[src/rtl/uart_frame_parser.sv]
// uart_frame_parser: turns the UART receiver byte stream into checked
// SYNC/CMD/LEN/payload/CHECKSUM command frames.
module uart_frame_parser #(
  parameter logic [7:0] SYNC_BYTE   = 8'hA5,
  parameter int         MAX_LEN     = 16,
  parameter int         TIMEOUT_CYC = 50000,
  parameter int         TO_W        = 16
) (
  input  logic       sys_clk,
  input  logic       sys_rst_n,
  input  logic       uart_rec,
  input  logic [7:0] uart_data_in,
  output logic [7:0] frm_cmd,
  output logic [7:0] frm_len,
  output logic [7:0] pl_data,
  output logic       pl_valid,
  output logic       frm_done,
  output logic       frm_err,
  output logic [1:0] err_code,
  output logic       busy
);

  typedef enum logic [2:0] {
    S_IDLE,
    S_CMD,
    S_LEN,
    S_PAY,
    S_CSUM
  } state_t;

  state_t          state;
  logic            rec_last;
  logic [7:0]      csum;
  logic [7:0]      cnt;
  logic [TO_W-1:0] to_cnt;
  logic            stb;
  logic            to_hit;

  assign stb    = uart_rec & ~rec_last;
  assign busy   = (state != S_IDLE);
  assign to_hit = busy &&
                  (to_cnt == TO_W'(TIMEOUT_CYC - 1));

  always_ff @(posedge sys_clk or negedge sys_rst_n) begin
    if (!sys_rst_n) begin
      state    <= S_IDLE;
      rec_last <= 1'b0;
      csum     <= 8'd0;
      cnt      <= 8'd0;
      to_cnt   <= '0;
      frm_cmd  <= 8'd0;
      frm_len  <= 8'd0;
      pl_data  <= 8'd0;
      pl_valid <= 1'b0;
      frm_done <= 1'b0;
      frm_err  <= 1'b0;
      err_code <= 2'd0;
    end else begin
      rec_last <= uart_rec;
      pl_valid <= 1'b0;
      frm_done <= 1'b0;
      frm_err  <= 1'b0;
      if (stb || state == S_IDLE)
        to_cnt <= '0;
      else
        to_cnt <= to_cnt + TO_W'(1);
      // A byte arriving on the timeout cycle takes priority.
      if (stb) begin
        unique case (state)
          S_IDLE: begin
            if (uart_data_in == SYNC_BYTE)
              state <= S_CMD;
          end
          S_CMD: begin
            frm_cmd <= uart_data_in;
            csum    <= uart_data_in;
            state   <= S_LEN;
          end
          S_LEN: begin
            frm_len <= uart_data_in;
            csum    <= csum + uart_data_in;
            if (uart_data_in > 8'(MAX_LEN)) begin
              frm_err  <= 1'b1;
              err_code <= 2'd2;
              state    <= S_IDLE;
            end else if (uart_data_in == 8'd0) begin
              state <= S_CSUM;
            end else begin
              cnt   <= 8'd0;
              state <= S_PAY;
            end
          end
          S_PAY: begin
            pl_data  <= uart_data_in;
            pl_valid <= 1'b1;
            csum     <= csum + uart_data_in;
            cnt      <= cnt + 8'd1;
            if (cnt == frm_len - 8'd1)
              state <= S_CSUM;
          end
          S_CSUM: begin
            if (uart_data_in == csum) begin
              frm_done <= 1'b1;
            end else begin
              frm_err  <= 1'b1;
              err_code <= 2'd1;
            end
            state <= S_IDLE;
          end
          default: state <= S_IDLE;
        endcase
      end else if (to_hit) begin
        frm_err  <= 1'b1;
        err_code <= 2'd3;
        state    <= S_IDLE;
        to_cnt   <= '0;
      end
    end
  end

endmodule

[config.mk]
export PLATFORM = sky130hd
export DESIGN_NAME = uart_frame_parser
export DESIGN_NICKNAME = d
export VERILOG_FILES = /design/src/rtl/uart_frame_parser.sv
export SDC_FILE = /design/constraint.sdc
export NUM_CORES = 1
export LEC_CHECK = 0
export CAP_MARGIN = 20
export CORE_MARGIN = 2
export CORE_UTILIZATION = 50
export DETAILED_ROUTE_END_ITERATION = 6
export MAX_ROUTING_LAYER = met4
export PLACE_DENSITY = 0.84
export SLEW_MARGIN = 20
export SYNTH_ARGS = -nofsm -noshare
export SYNTH_HDL_FRONTEND = slang
export SYNTH_SLANG_ARGS = --single-unit
[constraint.sdc]
create_clock -name sys_clk -period 5.7 [get_ports sys_clk]
set_input_delay 0.855 -clock sys_clk [delete_from_list [all_inputs] [get_ports sys_clk]]
set_output_delay 0.855 -clock sys_clk [all_outputs]
set_load 0.03 [all_outputs]
==> results of run 1 <==
layout make-up:
class	instances	area (um^2)	share of cell area [%]
clock buffers	10	128	3.10
clock inverters	6	116	2.83
inverters	14	52.6	1.28
multi-input cells	269	1690	41.1
flip-flops and latches	65	1630	39.5
well taps	80	100	2.43
repair buffers	41	403	9.78
worst max path at each step:
stage / to / slack, ps
after floorplan: csum[7]$_DFFE_PN0P_ / 3280
final: csum[7]$_DFFE_PN0P_ / 2800
after detailed placement: cnt[0]$_DFFE_PN0P_ / 2340
after global routing: cnt[7]$_DFFE_PN0P_ / 2630
after global placement: cnt[0]$_DFFE_PN0P_ / 2440
after CTS: cnt[0]$_DFFE_PN0P_ / 2690
worst max-delay path: stages:
cell and delay [ps]:
clkdlybuf4s50_1 620, ha_1 290, a21oi_1 210, o21ai_0 110, a21oi_1 220, o21bai_1 100, a21oi_1 250, mux2_2 370
o22ai_1 150
cell usage in the layout, fill, tap and decap left out, drive strengths merged, types with 3 or more instances in the layout:
master	instances
o21ai	17
nand2b	4
mux2i	4
inv	14
nor2b	4
nand4	6
clkinv	3
nor4	3
nor3	15
clkbuf	10
bufinv	3
clkdlybuf4s50	39
a21oi	15
nand2	49
a31oi	3
dfrtp	65
xor2	16
nor2	47
mux2	14
or3	3
xnor2	19
nand3	13
ha	10
flip-flops by register name, summed over array words and instances (netlist names), 2 cells and up:
name / cells
csum: 8
state: 3
frm_len: 8
to_cnt: 16
pl_data: 8
cnt: 8
err_code: 2
frm_cmd: 8
cell families (layout without fill, tap and decap cells):
group / count (synthesis) / in the layout
simple gates: 159 / 159
buf+inv: 28 / 71
flops: 65 / 65
mux: 18 / 18
compound gates: 46 / 46
fa+ha+maj: 11 / 11
xor+xnor: 35 / 35
metal layers:
layer  global-route usage, %  routed length (um)
met1                    30.4                3530
met2                    33.0                3490
met3                    3.33                 279
met4                    10.7                 138
met5                       -                   0
through the flow:
step	total power, mW	worst slack, ps	hold slack (ps)	std cells
floorplan	1.34	3280	454	362
global placement	1.63	2440	459	469
detailed placement	1.67	2340	468	469
CTS	2.15	2690	486	485
global route	2.27	2630	501	485
finish	2.15	2800	482	485
power breakdown:
group          internal [mW]  switching, mW  leakage (nW)
Sequential             0.596          0.139         0.840
Combinational          0.402          0.529         0.851
Clock                  0.293          0.188         0.121
==> run metrics, run 1 <==
status completed; post-synthesis mux area share 5.78%; top-count cell post-synth dfrtp_1; Chip Width a little under 90 um; Clock Path Buffers 2; worst r2r path cells 8; largest family of logic cells by synthesized area simple AND/OR/NAND/NOR gates; number of fill cells 553; Finish-stage setup viols 0; post-synthesis compound-gate area fraction approximately 8.0%; RSZ-0062 raised after global routing false; Hold Crit Class reg -> reg; post-synthesis register bit count 65; synthesized area 3420 um^2; FF-to-FF Start state[2]$_DFFE_PN0P_; VDD IR-drop max 0.339 mV; GRT Overall Usage 22.3%; initial core utilization 50.9%; Syn Area/Cell 9.45 um^2; Yosys Warn Count 0; Placed Area between 3000 and 4000 um^2; Setup crit start uart_data_in[1]; critical path class in -> reg; share of cells above drive strength 1 10.4%; area leader, netlist dfrtp_1; Critical Path Fanout Max 6; Post-synth ARST share 100%; setup repair bufs after CTS 0; drt via density 5.63; post-route cell area around 4100 um^2; data required time at the worst endpoint just under 6000 ps; leading post-synthesis cells by cell area dfrtp_1 (48%), nand2_1 (5.4%), nor2_1 (5.2%); DRT antenna net count 0; leakage power 1.81 nW; adder-cell share of the synthesized area approximately 4.2%; clock sinks between 60 and 70; IO Port Bufs 40; DRT Wirelength 7.44 mm; clk_lat worst skew 350 ps; 1st-pass router iterations 4; drt drc 0; boundary pin count 41; DR iter-0 viols 185; Core ar. 6720 um^2; relative slew slack 46.4%; Synth Net Count 384; final net count 422; post-detail-place hpwl around 5.2 mm; top cell type's share of synthesized area 47.5%; Max Fclk 345 MHz; min Tclk post-route between 2000 and 3000 ps; Tcrit/Tclk final 50.9%; largest net degree at the start of global routing 40; fin. max-slew vios 0; Unique masters post-synth 49; root cell of the clock tree clkbuf_8; Hold Crit Endpoint pl_data[2]$_DFFE_PN0P_; GRT overflow 0; EDFF count, synth 0; FF-to-FF End cnt[7]$_DFFE_PN0P_; Final Core Density 61.3%; Worst Tran Pin Value 804 ps; total negative setup slack 0 ps; Main synth FF type dfrtp_1; Mapped Cells roughly 360; num rows 30; first-pass GRT wire length 12.6 mm; Ant. Diodes 0; min-delay src pl_data[2]$_DFFE_PN0P_; Area Growth Syn to Fin 20.4%; MaxCap Viol Count 0; WP data arrival ~3200 ps; Reg2Reg Setup Slack 3050 ps; vias 2,732; clk_skew 13.4 ps; hold-fix buffers at CTS 0; Final Hold Fails 0; routability cong. 0.788; CTS tree done; most frequent cells after synthesis dfrtp_1 (65), nand2_1 (49), nor2_1 (47), xnor2_1 (19); Resized Gates After CTS 0; DR WL/cell 15.3 um; die area 7520 um^2; power per cell area 521 nW/um^2; initial antenna violation count 0; H-Tree Depth 3; post-synthesis sequential area ratio 47.5%; chip height roughly 87 um; number of global-route vias before repair 2,587; Clock Pin Slew Worst Setup and Hold Paths 80 ps; hold depth 2; Setup crit start kind primary input; Synth Area in XOR/XNOR 8.96%; crit end category flip-flop; clock buffer count from CTS 9; simple logic cell fraction of the synthesized area 22.2%
(Power assumes the default switching activity.)
==> run 2: changes to the inputs <==
--- a/config.mk
+++ b/config.mk
@@ -10,7 +10,7 @@
 export CORE_UTILIZATION = 50
 export DETAILED_ROUTE_END_ITERATION = 6
 export MAX_ROUTING_LAYER = met4
-export PLACE_DENSITY = 0.84
+export PLACE_DENSITY = 0.87
 export SLEW_MARGIN = 20
 export SYNTH_ARGS = -nofsm -noshare
 export SYNTH_HDL_FRONTEND = slang
==> constraint.sdc (replaced) <==
create_clock -name sys_clk -period 2.51 [get_ports sys_clk]
set_input_delay 0.3765 -clock sys_clk [delete_from_list [all_inputs] [get_ports sys_clk]]
set_output_delay 0.3765 -clock sys_clk [all_outputs]
set_load 0.03 [all_outputs]
==> run 2 against run 1 <==
Clock power grew 150%; die area stayed put; sequential share of layout area is 1.6 points lower; register-to-register slack worse by 2800 ps; critical path type is now reg -> out; critical endpoint is now busy; largest cell class unchanged; largest power group unchanged.
==> run metrics, run 2 (same netlist as run 1, synthesis figures left out) <==
number of global-route vias before repair 2,898 (was 2,587); hold-fix buffers at CTS 0 (unchanged); boundary pin count 41 (unchanged); Clock Pin Slew Worst Setup and Hold Paths 80 ps (about the same); final net count 442 (was 422); combinational power share 44.1% (was 43.4%); Ant. Diodes 0 (unchanged); Finish-stage setup viols 0 (unchanged); Setup crit start kind flip-flop (was primary input); Max Fclk 432 MHz; die area 7520 um^2 (unchanged); status completed (unchanged); Area Growth Syn to Fin 25.5% (was 20.4%); MaxCap Viol Count 0 (unchanged); GRT overflow 0 (unchanged); power per cell area 1190 nW/um^2 (was 521 nW/um^2); Most flops, register to_cnt (unchanged); FF-to-FF Start frm_len[0]$_DFFE_PN0P_ (was state[2]$_DFFE_PN0P_); Clock Path Buffers 2 (unchanged); drt drc 0 (unchanged); 1st-pass router iterations 4 (unchanged); Placed Area 4030 um^2 (was 3870 um^2); chip height 86.7 um (unchanged); post-route cell area 4300 um^2 (was 4120 um^2); clk_lat worst skew 350 ps (about the same); initial core utilization 50.9% (unchanged); GRT Overall Usage 24.3% (was 22.3%); Critical Path Fanout Max 10 (was 6); setup repair bufs after CTS 0 (unchanged); leakage power 1.92 nW (was 1.81 nW); Resized Gates After CTS 0 (unchanged); IO Port Bufs 40 (unchanged); DR iter-0 viols 201 (was 185); relative slew slack 49.8% (was 46.4%); post-detail-place hpwl 5.69 mm (was 5.17 mm); WP data arrival 1940 ps (was 3170 ps); switching power 1.99 mW (was 0.856 mW); Worst Tran Pin Value 747 ps (was 804 ps); root cell of the clock tree clkbuf_8 (unchanged); max reg flops 16 (unchanged); worst r2r path cells 8 (unchanged); critical path class reg -> out (was in -> reg); Reg2Reg Setup Slack 210 ps (was 3050 ps); VDD IR-drop max 0.614 mV (was 0.339 mV); most frequent cells in the layout dfrtp_1 (65), nand2_1 (49), nor2_1 (47), clkdlybuf4s50_1 (39), buf_4 (20) (was dfrtp_1 (65), nand2_1 (49), nor2_1 (47), clkdlybuf4s50_1 (39), xnor2_1 (19)); most common cell after layout, fill and taps aside dfrtp_1 (unchanged); min Tclk post-route about 2300 ps; routability cong. 0.920 (was 0.788); CTS tree done (unchanged); num rows 30 (unchanged); Final Hold Fails 0 (unchanged); Final Core Density 63.9% (was 61.3%); DRT Wirelength 8.00 mm (was 7.44 mm); sequential power share 32.8% (was 34.2%); crit end category primary output (was flip-flop); fin. max-slew vios 0 (unchanged); data required time at the worst endpoint 2130 ps (was 5970 ps); drt via density 5.65 (was 5.63); Core ar. 6720 um^2 (unchanged); clock sinks 65 (unchanged); switching share of total power 39.0% (was 39.9%); internal power 3.11 mW (was 1.29 mW); total negative setup slack 0 ps (unchanged); Hold Crit Class in -> async (was reg -> reg); largest net degree at the start of global routing 37 (was 40); DRT antenna net count 0 (unchanged); clock buffer count from CTS 9 (unchanged); RSZ-0062 raised after global routing false (unchanged); clock power share 23.2% (was 22.4%); Chip Width 86.7 um (unchanged); first-pass GRT wire length 13.6 mm (was 12.6 mm); H-Tree Depth 3 (unchanged); clk_skew 11.5 ps (was 13.4 ps); vias 2,855 (was 2,732); Tcrit/Tclk final 92.2%; initial antenna violation count 0 (unchanged); FF-to-FF End state[2]$_DFFE_PN0P_ (was cnt[7]$_DFFE_PN0P_); share of cells above drive strength 1 14.4% (was 10.4%); DR WL/cell 15.8 um (was 15.3 um)
## run 2: cell count changes in the layout (fill, tap and decap cells not counted), sizes merged
cell    change
clkbuf      -1
buf        +20
bufinv      +1
## run 2: area by class of cell
class,count,area (um^2)
multi-input combinational,269,1680
inverter,14,52.6
tap,80,100
clock inverter,7,143
fill,524,2420
sequential,65,1630
timing repair buffer,61,566
clock buffer,9,124
## run 2: worst max-delay path by stage
stage,depth (start not counted),end,from
floorplan,8,state[2]$_DFFE_PN0P_,frm_len[0]$_DFFE_PN0P_
detailed placement,9,csum[7]$_DFFE_PN0P_,uart_data_in[2]
global route,8,state[2]$_DFFE_PN0P_,frm_len[0]$_DFFE_PN0P_
finish,3,busy,state[0]$_DFFE_PN0P_
CTS,8,state[2]$_DFFE_PN0P_,frm_len[0]$_DFFE_PN0P_
global placement,8,csum[7]$_DFFE_PN0P_,uart_data_in[3]
## run 2: power groups by stage
stage	logic (mW)	clock network, mW	registers (mW)
final	2.25	1.18	1.67
after global routing	2.43	1.25	1.71
after CTS	2.25	1.19	1.67
after detailed placement	2.22	0	1.69
after global placement	2.13	0	1.66
after floorplan	1.05	0	2.01
## run 2: critical path, cell delays in order, from the launching register on
cell and delay (ps):
dfrtp_1 500, nor3_1 350, inv_1 140, clkdlybuf4s50_1 610
## run 2: per-layer routing
layer	global-route usage (%)	vias to the layer above	wire [um]
met5	-	-	0
met1	30.3	1414	3500
met2	39.0	81	4010
met4	9.94	0	157
li1	-	1345	-
met3	4.57	15	330
## run 2: stage by stage
stage / std cells / setup WS [ps] / total power [mW] / hold WS, ps
after floorplan: 362 / 242 / 3.05 / 80.9
after global placement: 489 / 91.3 / 3.79 / 447
after detailed placement: 489 / 45.6 / 3.90 / 456
after CTS: 505 / 188 / 5.11 / 79.5
after global routing: 505 / 43.7 / 5.39 / 114
final: 505 / 197 / 5.10 / 61.9
